==> src/rtl/cpu_run_sequencer.sv <==
// Launch sequencer for the lab3 core: queues start addresses and runs them one at a time.
// Each run is timed from the cycle after the start pulse up to done, with a timeout abort.
module cpu_run_sequencer #(
  parameter int ADDR_W  = 8,
  parameter int CNT_W   = 15,
  parameter int QDEPTH  = 4,
  parameter int TIMEOUT = 20000
) (
  input  logic                      clock_i,
  input  logic                      reset_n_i,
  input  logic                      req_valid_i,
  input  logic [ADDR_W-1:0]         req_addr_i,
  output logic                      req_ready_o,
  output logic                      cpu_start_o,
  output logic [ADDR_W-1:0]         cpu_start_addr_o,
  input  logic                      cpu_done_i,
  output logic                      res_valid_o,
  output logic [ADDR_W-1:0]         res_addr_o,
  output logic [CNT_W-1:0]          res_cycles_o,
  output logic                      res_timeout_o,
  output logic                      busy_o,
  output logic [$clog2(QDEPTH):0]   queue_count_o
);

  // state  | meaning
  // IDLE   | waiting for a queued request; pops the head when one is present
  // START  | one-cycle start pulse to the core, counter at 0
  // ARM    | done is still the previous run's level and is ignored, counter at 1
  // RUN    | waiting for done or the timeout compare
  // REPORT | one-cycle result strobe
  typedef enum logic [2:0] {
    S_IDLE   = 3'd0,
    S_START  = 3'd1,
    S_ARM    = 3'd2,
    S_RUN    = 3'd3,
    S_REPORT = 3'd4
  } state_t;

  localparam int                 QAW       = $clog2(QDEPTH);
  localparam logic [QAW:0]       QDEPTH_C  = (QAW+1)'(QDEPTH);
  localparam logic [CNT_W-1:0]   TIMEOUT_C = CNT_W'(TIMEOUT);

  state_t              r_state;
  state_t              w_next;
  logic [ADDR_W-1:0]   r_mem [QDEPTH];
  logic [QAW-1:0]      r_wr_ptr;
  logic [QAW-1:0]      r_rd_ptr;
  logic [QAW:0]        r_count;
  logic                r_ready_en;
  logic [CNT_W-1:0]    r_cnt;
  logic [ADDR_W-1:0]   r_start_addr;
  logic [ADDR_W-1:0]   r_res_addr;
  logic [CNT_W-1:0]    r_res_cycles;
  logic                r_res_timeout;
  logic                w_push;
  logic                w_pop;
  logic                w_tc;

  // ready is held low until the first clock after reset release
  assign req_ready_o      = r_ready_en & (r_count != QDEPTH_C);
  assign w_push           = req_valid_i & req_ready_o;
  assign w_pop            = (r_state == S_IDLE) & (r_count != '0);
  assign w_tc             = (r_cnt == TIMEOUT_C);
  assign cpu_start_addr_o = r_start_addr;
  assign res_addr_o       = r_res_addr;
  assign res_cycles_o     = r_res_cycles;
  assign res_timeout_o    = r_res_timeout;
  assign queue_count_o    = r_count;

  always_ff @(posedge clock_i) begin
    if (w_push) begin
      r_mem[r_wr_ptr] <= req_addr_i;
    end
  end

  always_ff @(posedge clock_i or negedge reset_n_i) begin
    if (!reset_n_i) begin
      r_wr_ptr   <= '0;
      r_rd_ptr   <= '0;
      r_count    <= '0;
      r_ready_en <= 1'b0;
    end else begin
      r_ready_en <= 1'b1;
      if (w_push) begin
        r_wr_ptr <= r_wr_ptr + 1'b1;
      end
      if (w_pop) begin
        r_rd_ptr <= r_rd_ptr + 1'b1;
      end
      case ({w_push, w_pop})
        2'b10:   r_count <= r_count + 1'b1;
        2'b01:   r_count <= r_count - 1'b1;
        default: r_count <= r_count;
      endcase
    end
  end

  always_ff @(posedge clock_i or negedge reset_n_i) begin
    if (!reset_n_i) begin
      r_state <= S_IDLE;
    end else begin
      r_state <= w_next;
    end
  end

  always_comb begin
    w_next      = r_state;
    cpu_start_o = 1'b0;
    res_valid_o = 1'b0;
    busy_o      = (r_state != S_IDLE);
    case (r_state)
      S_IDLE: begin
        if (r_count != '0) begin
          w_next = S_START;
        end
      end
      S_START: begin
        cpu_start_o = 1'b1;
        w_next      = S_ARM;
      end
      S_ARM: begin
        w_next = S_RUN;
      end
      S_RUN: begin
        if (cpu_done_i || w_tc) begin
          w_next = S_REPORT;
        end
      end
      S_REPORT: begin
        res_valid_o = 1'b1;
        w_next      = S_IDLE;
      end
      default: begin
        w_next = S_IDLE;
      end
    endcase
  end

  // r_cnt equals the number of cycles elapsed since the start pulse
  always_ff @(posedge clock_i or negedge reset_n_i) begin
    if (!reset_n_i) begin
      r_cnt         <= '0;
      r_start_addr  <= '0;
      r_res_addr    <= '0;
      r_res_cycles  <= '0;
      r_res_timeout <= 1'b0;
    end else begin
      case (r_state)
        S_IDLE: begin
          if (w_pop) begin
            r_start_addr <= r_mem[r_rd_ptr];
            r_res_addr   <= r_mem[r_rd_ptr];
            r_cnt        <= '0;
          end
        end
        S_START: begin
          r_res_timeout <= 1'b0;
          r_cnt         <= r_cnt + 1'b1;
        end
        S_ARM: begin
          r_cnt <= r_cnt + 1'b1;
        end
        S_RUN: begin
          if (cpu_done_i) begin
            r_res_cycles <= r_cnt;
          end else if (w_tc) begin
            r_res_cycles  <= TIMEOUT_C;
            r_res_timeout <= 1'b1;
          end else begin
            r_cnt <= r_cnt + 1'b1;
          end
        end
        default: begin
        end
      endcase
    end
  end

endmodule
==> config.mk <==
export PLATFORM = sky130hd
export DESIGN_NAME = cpu_run_sequencer
export DESIGN_NICKNAME = d
export VERILOG_FILES = /design/src/rtl/cpu_run_sequencer.sv
export SDC_FILE = /design/constraint.sdc
export NUM_CORES = 1
export LEC_CHECK = 0
export CAP_MARGIN = 20
export CORE_MARGIN = 5
export CORE_UTILIZATION = 40
export CTS_CLUSTER_DIAMETER = 150
export CTS_CLUSTER_SIZE = 16
export DETAILED_ROUTE_END_ITERATION = 10
export GPL_TIMING_DRIVEN = 1
export PLACE_DENSITY = 0.74
export SLEW_MARGIN = 15
export SYNTH_ARGS = -nofsm -noshare
export SYNTH_HDL_FRONTEND = slang
export SYNTH_SLANG_ARGS = --single-unit
==> constraint.sdc <==
create_clock -name clock_i -period 2.6 [get_ports clock_i]
set_clock_uncertainty 0.1 [all_clocks]
set_input_delay 0.52 -clock clock_i [delete_from_list [all_inputs] [get_ports clock_i]]
set_output_delay 0.52 -clock clock_i [all_outputs]
set_load 0.005 [all_outputs]
Word-level counts from Yosys, hierarchy flattened
Memory sizes are Yosys's and may differ from the RTL's. A register that Yosys moved wholly into a read port is not among the register bits. Cells that the tools add are included.

Bits in registers: 42. Memories kept: 1. Logic and storage cells: 63. Input port bits: 12. RAM bits: 32.

Muxes and demuxes: 17. Add/sub/neg operators: 5. Reductions and logical operators: 15. Eq/ne operators: 14. Bitwise gates (word level): 3.

Memories: r_mem (depth 4, width 8, read ports 1, clocked after Yosys merged registers in 1, write ports 1, line 45) `logic [ADDR_W-1:0] r_mem [QDEPTH];`.

Operator list (number): 15-bit two-way mux (5); 15-bit case mux with 3 select lines (1); 15-bit by 1-bit adder with 15-bit output (second input constant) (1); 15-bit equality test (second input constant) (1); 3-bit case mux with 4 select lines (1); 2-bit != test (second input constant) (5); 3-bit nonzero test (3); 3-bit by 2-bit equality test with 1-bit output (second input constant) (2); 1-bit two-way mux (6); 3-bit two-way mux (2); 3-bit case mux with 2 select lines (1); 2-bit AND reduction (3); 2-bit nonzero test (3); 2-bit by 1-bit adder with 2-bit output (second input constant) (2); 4-bit AND reduction (1); 3-bit by 1-bit adder with 3-bit output (second input constant) (1); 1-bit AND (3); 3-bit by 1-bit equality test with 1-bit output (second input constant) (1); 3-bit equality test (second input constant) (1); 3-bit logical NOT (1); 3-bit != test (second input constant) (1); 3-bit AND reduction (1); 3-bit by 1-bit subtractor with 3-bit output (second input constant) (1); 2-bit by 1-bit equality test with 1-bit output (second input constant) (1); other kinds (6) (6).

Logic depth before layout (Yosys ltp)
Gate-level depths: netlist of the first run.

Word-level depth: 5. Depth in mapped cells: 10. Mapped depth without buffers: 10.

Worst setup path before layout of the first run
No wires, ideal clock.

Path type: register -> register. From: register r_state[2]. To: register r_count[2] (netlist: queue_count_o[2]). Setup time: 0.079 ns. Arrival time: 2.183 ns. Stages on the path, launching flop included: 11. Period minus slack after synthesis: 2.362 ns. Slack: 0.238 ns. Cell sequence: dfrtp_1 > buf_4 > or3_1 > nor2_1 > buf_4 > ha_1 > inv_1 > fa_1 > xor2_1 > nor2_1 > xor2_1.

Longest elaborated chain between the ends: 4. Elaborated cells on any way between the ends: 6. Those cells by class: 2 x eq/ne; 1 x mux; 1 x bitwise; 2 x reduce/logical.

Ends and longest elaborated chain: start: declaration (line 43) `state_t r_state;`; start signal: assignment (line 102) `r_state <= w_next;`; 3-bit logical NOT (*) (line 62) `assign w_pop = (r_state == S_IDLE) & (r_count != '0);`; 1-bit AND (*) (line 62); named net w_pop (line 56) `logic w_pop;`; 2-bit by 1-bit equality test with 1-bit output / 2-bit equality test (equally long branches) (line 90) `case ({w_push, w_pop})`; 3-bit case mux with 2 select lines / 2-bit nonzero test (equally long branches); end signal: assignment (line 91) `2'b10: r_count <= r_count + 1'b1;`; end signal: assignment (line 92) `2'b01: r_count <= r_count - 1'b1;`; end signal: assignment (line 93) `default: r_count <= r_count;`; end: declaration (line 48) `logic [QAW:0] r_count;`.

Mark *: on every way through the listed nets, which the timed path passes. The rest lies on a longest branch. A chain may end at the register's enable or synchronous reset.

Worst setup path after layout of the first run
From: register r_count[1] (netlist: queue_count_o[1]). To: output port req_ready_o.

Longest elaborated chain between the ends: 2.

Ends and longest elaborated chain: 3-bit != test (line 60) `assign req_ready_o = r_ready_en & (r_count != QDEPTH_C);`; 1-bit AND (line 60); end: declaration (line 13) `output logic req_ready_o,`.

No other way between the ends.

==> results.toml, run 1 <==
[setup_path]
path_buf_inv = 2
reg2reg_from = "r_cnt[0]$_DFFE_PN0P_"
ff2ff_path_depth = 7
criticalPathCategory = "reg -> out"
cp_slowest_cell = "clkdlybuf4s50_1"
cpPeakStageDelay_ps = 590
cp_top_family = "buffers and inverters"
critPathMaxFanout = 6
worstPathCellList = "inv_1 -> a31oi_1 -> clkdlybuf4s50_1"
worst_setup_path_end_kind = "output port"
start_kind = "register"
regToRegEndpoint = "r_cnt[12]$_DFFE_PN0P_"
critical_path_required_ps = 1980
r2r_slack_ps = 280
cp_data_arrival_time_ps = 1810

[sta]
tightest_slew_ps = 939
finalCritPeriodShare_pct = 93.5
finalSetupViolations = 0
period_needed_ps = 2430
maxSlewViolCount = 0
final.setup.tns_ps = 0
timing.fmax_mhz = 411
hold_viol_final = 0
relSlewSlack_pct = 37.4
rsz0062_at_grt = "no"

[global_routing]
grt_pass1_vias = 2267
overflow = 0
grt_start_max_net_pins = 43
antenna_found_initial = 0
grt.total_usage_pct = 13.1
grt_pass1_wl_um = 11500

[drt]
routedWlPerCell_um = 16.0
ant_nets = 0
vias = 2298
drt-vias-per-instance = 5.37
drt_iter0_drc = 141
drc = 0
drt-pass1-iter-count = 4
wirelength_um = 6870

[synthesis]
synth_ff_type = "dfrtp_1"
synth_warnings = 0
synth_top_area_share_pct = 35.1
synthCells = 264
synth-seq-area-share_pct = 62.0
synth_common_cells = "50 x dfrtp_1, 32 x edfxtp_1, 15 x o21ai_0"
yosysUniqueCellTypes = 49
synth_most_common_cell = "dfrtp_1"
syn-num-nets = 284
synth.area.top_cells = "dfrtp_1 35%, edfxtp_1 27%, mux4_2 5.0%, ha_1 2.5%, mux2_1 2.2%"
syn_avg_cell_area_um2 = 13.5
synth_edf_count = 32
synth_area_leader_cell = "dfrtp_1"
ys_async_sr_fraction_pct = 61.0
yosys_register_bits = 82
syn-cell-area_um2 = 3570

[pwr]
total_power_mw = 4.49
cellPowerDensity_nw_per_um2 = 1040
power_leakage_nw = 1.71
vdd_drop_max_mv = 0.528

[run]
drv_cap = 0

[finish]
n_antenna_cell = 0
fin_cells = 428
drive_above_1_share_pct = 12.2
final_nets = 335
syn_to_final_growth_pct = 21.3
postLayoutCoreUtil_pct = 49.7
nFillCells = 711

[placed_design]
routabilityCongestion = 0.852
dp_cells = 412
port_buffers = 50
dp_hpwl_um = 4860

[cts]
clk_latency_ps = 350
clk_pin_slew_ps = 90
cts_setup_buffers = 0
cts_resized = 0
cts_max_path_buffers = 2
cts_root_buf = "clkbuf_8"
cts_made_buffers = 9
holdBufCountCts = 0
cts_tree = "done"
htree_levels = 3
cts_sinks = 82

[floorplanning]
rows = 34
die_y_um = 104
die-area_um2 = 10900
start_util_pct = 40.9
core-area_um2 = 8720
io_pins = 51
dieWidth_um = 104

[status]
outcome = "completed"

[worst_hold_path]
worstHoldPathType = "in -> async"
==> cell type report <==
class,count,area [µm²],share of cell area (%)
multi-input combinational,153,1190,27.4
timing repair buffer,57,548,12.7
clock buffer,9,124,2.86
tap,108,135,3.12
sequential,82,2210,51.1
inverter,12,45.0,1.04
clock inverter,7,81.3,1.88
==> report_power, final <==
group / switching [mW] / total, mW / internal (mW)
sequential: 0.288 / 1.94 / 1.65
clock: 0.483 / 0.943 / 0.461
combinational: 0.711 / 1.61 / 0.901
total: 1.48 / 4.49 / 3.01
==> cell families after synthesis <==
group           share of synthesized area, %
buf+inv                                 4.80
other cells                            0.105
simple gates                            9.92
flops                                   62.0
mux                                     7.85
fa+ha+maj                               3.01
compound gates                          10.9
xor+xnor                                1.47
==> worst max-delay path by stage <==
stage                            startpoint                           end  slack (ps)  depth (start not counted)
2_1_floorplan        r_state[2]$_DFFE_PN0P_  queue_count_o[2]$_DFFE_PN0P_         240                         10
3_3_place_gp                    req_valid_i  queue_count_o[2]$_DFFE_PN0P_         220                          9
3_5_place_dp                    req_valid_i  queue_count_o[2]$_DFFE_PN0P_         160                          9
4_1_cts        queue_count_o[1]$_DFFE_PN0P_                   req_ready_o         150                          3
5_1_grt        queue_count_o[1]$_DFFE_PN0P_                   req_ready_o          50                          3
6_report       queue_count_o[1]$_DFFE_PN0P_                   req_ready_o         170                          3
==> flip-flops by register name (all words and copies together), names as in the netlist <==
register and cells:
r_cnt 15, r_ready_en 1, res_cycles_o 15, res_timeout_o 1, r_mem 32, r_rd_ptr 2, queue_count_o 3, r_state 3
res_addr_o 8, r_wr_ptr 2
==> cells in the final DEF, fill, tap and decap left out, types with 2 or more instances in the layout <==
| cell | n |
|---|---|
| a21oi_1 | 3 |
| a22o_1 | 8 |
| a31oi_1 | 3 |
| and2_1 | 5 |
| and3_1 | 6 |
| buf_4 | 7 |
| clkbuf_8 | 9 |
| clkdlybuf4s50_1 | 49 |
| dfrtp_1 | 50 |
| edfxtp_1 | 32 |
| ha_1 | 7 |
| inv_1 | 12 |
| inv_6 | 5 |
| mux2_1 | 7 |
| mux4_2 | 8 |
| nand2_1 | 13 |
| nand2b_1 | 2 |
| nand3_1 | 9 |
| nand4_1 | 2 |
| nor2_1 | 14 |
| nor3_1 | 3 |
| o21ai_0 | 15 |
| o21ai_1 | 5 |
| o22a_1 | 5 |
| o31ai_1 | 9 |
| o41ai_1 | 2 |
| or3_1 | 2 |
| xnor2_1 | 3 |
| xor2_1 | 3 |
==> per-stage QoR <==
| stage | setup slack, ps | hold WS, ps | instance area, µm² |
|---|---|---|---|
| 6_report | 169 | 203 | 4330 |
| 5_1_grt | 49.7 | 288 | 4330 |
| 4_1_cts | 151 | 234 | 4330 |
| 3_5_place_dp | 163 | 382 | 4130 |
| 3_3_place_gp | 218 | 370 | 4130 |
| 2_1_floorplan | 238 | 124 | 3570 |
==> worst register-to-register path, delay by kind of cell (launching register included) <==
kind / cells / cell delay [ps]
AOI/OAI and AO/OA: 3 / 810
and+or+nand+nor: 2 / 580
DFF: 1 / 460
adders and majority gates: 1 / 170
buffers and inverters: 1 / 100
==> layer usage <==
metal  wire length (µm)  up-vias  part of all wire [%]  track usage, %
met1               3190     1147                    46            18.3
met2               3210       69                    47            19.9
met4                142        0                   2.1            6.11
li1                   -     1071                     -               -
met3                321       11                   4.7            2.17
met5                  0        -                     0               0
No activity file was read; power rests on OpenSTA's default activity.
==> inputs of run 2 (changes only) <==
--- a/config.mk
+++ b/config.mk
@@ -5,6 +5,7 @@
 export SDC_FILE = /design/constraint.sdc
 export NUM_CORES = 1
 export LEC_CHECK = 0
+export ABC_CLOCK_PERIOD_IN_PS = 2600
 export CAP_MARGIN = 20
 export CORE_MARGIN = 5
 export CORE_UTILIZATION = 40
==> results of run 2 <==
The final DEF is identical to that of run 1; final timing and power are the same.
